[src/rtl/square_seq.sv]
// rtl/square_seq.sv - sequential shift-add Q8.8 squarer with saturated integer result
//
// Purpose:
//   Squares a Q(W-FRAC).FRAC root value one multiplier bit per clock and
//   returns the full Q(2W-2FRAC).(2FRAC) product plus a saturated integer part.
//   FSM: IDLE -> CALC (W cycles) -> DONE (1 cycle) -> IDLE.
//
// Ports:
//   clk      in   1        rising-edge clock
//   rst_n    in   1        asynchronous active-low reset
//   start    in   1        request, accepted only while ready=1
//   root_in  in   W        operand, sampled on the accepting edge
//   ready    out  1        high in IDLE only
//   done     out  1        one-cycle pulse, results updated this cycle
//   square   out  2*W      root_in*root_in
//   sq_int   out  OUT_W    integer part of square, saturated
//   ovf      out  1        integer part (after optional rounding) exceeds OUT_W bits
//
// Configuration:
//   SQUARE_ROUND_EN  defined: integer part rounded half up; undefined: truncated.

module square_seq #(
    parameter int W     = 16,
    parameter int FRAC  = 8,
    parameter int OUT_W = 8
) (
    input  logic                 clk,
    input  logic                 rst_n,
    input  logic                 start,
    input  logic [W-1:0]         root_in,
    output logic                 ready,
    output logic                 done,
    output logic [2*W-1:0]       square,
    output logic [OUT_W-1:0]     sq_int,
    output logic                 ovf
);

    localparam int IW = 2*W - 2*FRAC;
    localparam int CW = ($clog2(W) > 0) ? $clog2(W) : 1;
    localparam logic [CW-1:0] CNT_LAST = CW'(W - 1);
    // Largest integer representable in sq_int, widened to the adjusted-ipart width.
    localparam logic [IW:0] SAT_MAX = {{(IW+1-OUT_W){1'b0}}, {OUT_W{1'b1}}};

    typedef enum logic [1:0] {
        ST_IDLE = 2'd0,
        ST_CALC = 2'd1,
        ST_DONE = 2'd2
    } state_t;

    state_t state_q, state_d;

    logic [2*W-1:0]   mcand_q, mcand_d;
    logic [W-1:0]     mult_q, mult_d;
    logic [2*W-1:0]   acc_q, acc_d;
    logic [CW-1:0]    cnt_q, cnt_d;
    logic [2*W-1:0]   square_q, square_d;
    logic [OUT_W-1:0] sq_int_q, sq_int_d;
    logic             ovf_q, ovf_d;
    logic             done_q, done_d;

    logic load_op;
    logic step;
    logic finish;

    logic [IW-1:0] ipart;
    logic [IW:0]   ipart_adj;
    logic          ovf_c;

    // ---------------- FSM: state register ----------------
    always_ff @(posedge clk or negedge rst_n) begin
        if (!rst_n) begin
            state_q <= ST_IDLE;
        end else begin
            state_q <= state_d;
        end
    end

    // ---------------- FSM: next state ----------------
    always_comb begin
        state_d = state_q;
        case (state_q)
            ST_IDLE: if (start) state_d = ST_CALC;
            // No early exit when mult reaches zero: latency is data-independent.
            ST_CALC: if (cnt_q == CNT_LAST) state_d = ST_DONE;
            ST_DONE: state_d = ST_IDLE;
            default: state_d = ST_IDLE;
        endcase
    end

    // ---------------- FSM: outputs ----------------
    always_comb begin
        ready   = 1'b0;
        load_op = 1'b0;
        step    = 1'b0;
        finish  = 1'b0;
        case (state_q)
            ST_IDLE: begin
                ready   = 1'b1;
                load_op = start;
            end
            ST_CALC: step   = 1'b1;
            ST_DONE: finish = 1'b1;
            default: ;
        endcase
    end

    // ---------------- result formatting ----------------
    always_comb begin
        ipart = acc_q[2*W-1:2*FRAC];
`ifdef SQUARE_ROUND_EN
        // Round half up on the first dropped fraction bit; carry may push past SAT_MAX.
        ipart_adj = {1'b0, ipart} + {{IW{1'b0}}, acc_q[2*FRAC-1]};
`else
        ipart_adj = {1'b0, ipart};
`endif
        ovf_c = (ipart_adj > SAT_MAX);
    end

    // ---------------- datapath next state ----------------
    always_comb begin
        mcand_d  = mcand_q;
        mult_d   = mult_q;
        acc_d    = acc_q;
        cnt_d    = cnt_q;
        square_d = square_q;
        sq_int_d = sq_int_q;
        ovf_d    = ovf_q;
        done_d   = 1'b0;

        if (load_op) begin
            mcand_d = {{W{1'b0}}, root_in};
            mult_d  = root_in;
            acc_d   = '0;
            cnt_d   = '0;
        end

        if (step) begin
            if (mult_q[0]) begin
                acc_d = acc_q + mcand_q;
            end
            mcand_d = mcand_q << 1;
            mult_d  = mult_q >> 1;
            cnt_d   = cnt_q + CW'(1);
        end

        if (finish) begin
            square_d = acc_q;
            sq_int_d = ovf_c ? {OUT_W{1'b1}} : ipart_adj[OUT_W-1:0];
            ovf_d    = ovf_c;
            done_d   = 1'b1;
        end
    end

    // ---------------- datapath registers ----------------
    always_ff @(posedge clk or negedge rst_n) begin
        if (!rst_n) begin
            mcand_q  <= '0;
            mult_q   <= '0;
            acc_q    <= '0;
            cnt_q    <= '0;
            square_q <= '0;
            sq_int_q <= '0;
            ovf_q    <= 1'b0;
            done_q   <= 1'b0;
        end else begin
            mcand_q  <= mcand_d;
            mult_q   <= mult_d;
            acc_q    <= acc_d;
            cnt_q    <= cnt_d;
            square_q <= square_d;
            sq_int_q <= sq_int_d;
            ovf_q    <= ovf_d;
            done_q   <= done_d;
        end
    end

    assign done   = done_q;
    assign square = square_q;
    assign sq_int = sq_int_q;
    assign ovf    = ovf_q;

endmodule

[config.mk]
export PLATFORM = sky130hd
export DESIGN_NAME = square_seq
export DESIGN_NICKNAME = d
export VERILOG_FILES = /design/src/rtl/square_seq.sv
export SDC_FILE = /design/constraint.sdc
export NUM_CORES = 1
export LEC_CHECK = 0
export ABC_CLOCK_PERIOD_IN_PS = 3100
export CAP_MARGIN = 20
export CORE_MARGIN = 2
export CORE_UTILIZATION = 30
export DETAILED_ROUTE_END_ITERATION = 10
export PLACE_DENSITY = 0.55
export SYNTH_ARGS = -nofsm -noshare
export SYNTH_HDL_FRONTEND = slang
export SYNTH_SLANG_ARGS = --single-unit
[constraint.sdc]
create_clock -name clk -period 3.1 [get_ports clk]
set_input_delay 0.31 -clock clk [delete_from_list [all_inputs] [get_ports clk]]
set_output_delay 0.31 -clock clk [all_outputs]
set_load 0.01 [all_outputs]
Word-level counts from Yosys, hierarchy flattened. Cells that the tools add are included.

Equal/unequal tests: 5. Order comparisons: 1. Add/sub/neg operators: 2. Reductions and logical operators: 3. Mux-type cells: 18.

Operator list (count): 32-bit two-way mux (5); 32-bit adder (1); 16-bit two-way mux (2); 16-bit by 8-bit > comparator with 1-bit output (second input constant) (1); 4-bit two-way mux (2); 8-bit two-way mux (1); 1-bit two-way mux (5); 4-bit by 1-bit adder with 4-bit output (second input constant) (1); 4-bit == test (second input constant) (1); 2-bit two-way mux (2); 2-bit != test (second input constant) (2); 2-bit one-hot mux with 2 select lines (1); 2-bit by 1-bit == test with 1-bit output (second input constant) (1); 2-bit == test (second input constant) (1); 2-bit zero test (1); 2-bit AND reduction (1); 2-bit nonzero test (1).

Register bits after elaboration: 128. Output and inout bits: 43.

Longest topological paths before layout.
Depth in word-level cells: 5. Depth in mapped cells: 10.

Worst setup path before layout. OpenSTA, ideal clock, no wires.

Path kind: register to register. Start point: register mcand_q[0]. End point: register acc_q[30]. Period minus slack after synthesis: 2.563 ns. Path slack: 0.537 ns. Required time: 2.963 ns. Cell stages (with the launch flop): 11. Arrival: 2.426 ns. Path buffers: 0. Library setup time: 0.137 ns. Path through: dfrtp_1 > ha_1 > fa_1 > a21o_1 > a31o_2 > a22o_1 > o211ai_2 > a21oi_1 > a211oi_1 > mux2i_1 > o211ai_1.

Word-level cells in the longest chain between the ends: 3.

RTL lines: start: declaration (RTL line 52) `logic [2*W-1:0] mcand_q, mcand_d;`; start signal: assignment (RTL line 166) `mcand_q <= mcand_d;`; 32-bit adder (RTL line 139) `acc_d = acc_q + mcand_q;`; 32-bit two-way mux (RTL line 138) `if (mult_q[0]) begin`; 32-bit two-way mux (RTL line 137) `if (step) begin`; via acc_d[30] (RTL line 54) `logic [2*W-1:0] acc_q, acc_d;`; end signal: assignment (RTL line 159) `acc_q <= '0;`; end signal: assignment (RTL line 168) `acc_q <= acc_d;`; end: declaration (RTL line 54).

The timed path passes the listed nets, and every way through them passes these cells. A chain may end at the register's enable or synchronous reset.

Worst setup path in the final report. Same ends and word-level chain as after synthesis.

==> results.sh <==
export IMPL_required_ps=3380
export IMPL_fmax_ghz=0.360
export IMPL_post_cts_resized=0
export IMPL_layout_drive_gt1_share_pct=8.72
export IMPL_place_gp_congestion=0.899
export IMPL_yosys_warnings=0
export IMPL_wl_per_cell_um=15.1
export IMPL_cap_violations=0
export IMPL_ys_async_sr_fraction_pct=100
export IMPL_cellInternalPower_mw=5.24
export IMPL_max_stage_delay_ps=410
export IMPL_layout_min_cycle_time_ps=2780
export IMPL_ir_drop_v=0.000340
export IMPL_synth_top_area_share_pct=49.1
export IMPL_antenna_found_initial=0
export IMPL_cts_sink_count=128
export IMPL_core_area_um2=21200
export IMPL_final_cells=1032
export IMPL_synth_ff_type="dfrtp_1"
export IMPL_dr_total_vias=5140
export IMPL_cts_root_buf="clkbuf_16"
export IMPL_critPathArrivalTime_ps=3060
export IMPL_clock_latency_ps=420
export IMPL_initial_core_util_pct=30.9
export IMPL_worst_pin_slew_ps=823
export IMPL_ys_types=56
export IMPL_clock_power_share_pct=24.0
export IMPL_rr_startpoint="mcand_q[0]"
export IMPL_setup_viol=0
export IMPL_h_tree_depth=4
export IMPL_worst_slack_ps=319
export IMPL_cts_tree="done"
export IMPL_post_cts_buffers=0
export IMPL_synthesis_nets=736
export IMPL_synth_cells=684
export IMPL_fin_area_um2=8070
export IMPL_die_w_um=151
export IMPL_r2r_end="acc_q[30]"
export IMPL_grt_max_degree=49
export IMPL_period_share_pct=89.7
export IMPL_crit_buf_inv=0
export IMPL_io_pins=62
export IMPL_critPathLaunchType="flip-flop"
export IMPL_p_total_mw=8.67
export IMPL_clk_pin_slew_worst_paths_ps=60
export IMPL_rsz0062_at_grt="no"
export IMPL_hpwl_um=11300
export IMPL_place_port_buffers=61
export IMPL_hold_slack_ps=438
export IMPL_avgViaCountPerCell=4.98
export IMPL_seqPwrFrac_pct=32.4
export IMPL_crit_family="compound AO/OA/AOI/OAI gates"
export IMPL_nets=796
export IMPL_finalWirelength_um=15600
export IMPL_n_antenna_cell=0
export IMPL_clock_path_buffers=2
export IMPL_hold_viol=0
export IMPL_dpl_worst_slack_ps=312
export IMPL_drc=0
export IMPL_antenna_left=0
export IMPL_ys_seq_area_share_pct=49.1
export IMPL_synth_area_um2=6530
export IMPL_slew_headroom_pct=45.1
export IMPL_worstHoldPathType="in2async"
export IMPL_netlist_top_cells_area="dfrtp_1, nand2_1, ha_1"
export IMPL_synth_edf_count=0
export IMPL_grt_pass1_wl_um=26400
export IMPL_syn_to_final_growth_pct=23.6
export IMPL_ff2ff_setup_slack_ps=320
export IMPL_rows=53
export IMPL_switching_share_pct=39.6
export IMPL_ys_seq_elements=128
export IMPL_power_density_nw_per_um2=1080
export IMPL_drt_iter0_markers=311
export IMPL_post_synth_top_area_cell="dfrtp_1"
export IMPL_leakage_nw=3.78
export IMPL_ctsHoldBuffers=1
export IMPL_nFillCells=2092
export IMPL_grt_usage_pct=14.7
export IMPL_slew_viol_final=0
export IMPL_worstSetupEndpointType="flip-flop"
export IMPL_design_die_area_um2=23000
export IMPL_grt_overflow_total=0
export IMPL_syn_avg_cell_area_um2=9.54
export IMPL_cts_made_buffers=17
export IMPL_grt_pass1_vias=5158
export IMPL_path_class="reg2reg"
export IMPL_cp_max_fo=3
export IMPL_final_core_util_pct=38.1
export IMPL_drt_first_pass_iters=4
export IMPL_crit_chain="ha_1 -> fa_1 -> a21o_1 -> a31o_2 -> a22o_1 -> o211ai_2 -> a21oi_1 -> a211oi_1 -> mux2i_1 -> o211ai_1"
export IMPL_setup_tns_final_ps=0
export IMPL_critPathSlowestCell="dfrtp_1"
export IMPL_fp_dieH_um=151
export IMPL_reg2reg_depth=10
export IMPL_place_area_um2=7440
export IMPL_placed_cells=999
export IMPL_p_switching_mw=3.43
export IMPL_skew_ps=10.4
export IMPL_status="complete, no violations"
export IMPL_combPwrFrac_pct=43.5
## synth_stat cells, types with 3 or more instances
cell        n
o21ai_1     9
a21o_2      3
a221o_1    28
clkbuf_1   29
a22o_1      8
a21oi_1    23
o21bai_1    4
and2_1      3
o21a_1      3
mux2i_1     4
inv_1       9
a21o_1     12
dfrtp_1   128
xnor2_1     9
nor2_1     16
xor2_1     18
a31oi_1     8
nand4_1     5
nand2b_1    3
ha_1       32
nor3_1      4
nand3_1    12
o21ai_0    48
and3_1     21
nand2_1   201
o211ai_1    3
a211oi_1    4
## state kept, by name, summed over array words and instances, names as in the netlist
signal	flops
cnt_q	4
ovf	1
sq_int	8
mcand_q	32
square	32
acc_q	32
state_q	2
done	1
mult_q	16
## cell families (layout without fill, tap and decap cells)
logic type / Yosys count / after routing / share of synthesized area [%]
XOR/XNOR: 27 / 27 / 3.62
buffers and inverters: 44 / 117 / 3.09
AO/OA/AOI/OAI: 173 / 173 / 19.2
flip-flops: 128 / 128 / 49.1
adder cells (fa/ha/maj): 33 / 33 / 6.44
AND/OR/NAND/NOR: 275 / 275 / 17.9
multiplexers: 4 / 4 / 0.614
## final cells by class
cell class	count	area, um2	area share, %
multi-input combinational	512	3130	38.9
sequential	128	3200	39.7
inverter	10	37.5	0.465
clock inverter	14	180	2.23
clock buffer	18	439	5.44
timing repair buffer	75	728	9.03
tap	275	344	4.27
## layer usage
layer	vias up	track usage [%]	part of all wire (%)	wire length, um
met5	-	0	0	0
met4	0	5.28	1.4	218
met3	16	2.87	3.5	551
met2	89	22.1	44	6850
met1	2494	20.9	51	7970
li1	2541	-	-	-
## power groups by stage
stage	Combinational, mW	Sequential [mW]	Clock, mW
floorplan	2.84	2.71	0
global placement	3.77	2.83	0
detailed placement	3.78	2.84	0
CTS	3.80	2.81	2.13
global route	4.28	2.90	2.21
finish	3.78	2.81	2.08
## worst register-to-register path, delay by kind of cell (launching register included)
kind	cells	cell delay, ps
muxes	1	220
AOI/OAI and AO/OA	7	1350
adders and majority gates	2	660
DFF	1	410
## worst max-delay path by stage
| stage | cells after the start | startpoint | endpoint |
|---|---|---|---|
| detailed placement | 10 | mcand_q[0] | acc_q[30] |
| floorplan | 10 | mcand_q[0] | acc_q[30] |
| global route | 10 | mcand_q[0] | acc_q[30] |
| global placement | 10 | mcand_q[0] | acc_q[30] |
| CTS | 10 | mcand_q[0] | acc_q[30] |
| finish | 10 | mcand_q[0] | acc_q[30] |
## layout by cell type (no fill, tap or decap), types with 4 or more instances in the layout
master             n
mux2i_1            4
a21oi_1           23
ha_1              32
o21bai_1           4
nand2_1          201
o21ai_0           48
clkbuf_16         17
clkinv_4           4
o21ai_1            9
a21o_1            12
xnor2_1            9
a22o_1             8
nor2_1            14
xor2_1            18
inv_1              9
inv_6              4
nand3_1           12
clkdlybuf4s50_1   60
a221o_1           28
nand4_1            5
dfrtp_1          128
a31oi_1            8
and3_1            21
a211oi_1           4
buf_4             13
nor3_1             4
No activity file was read; power rests on OpenSTA's default activity.
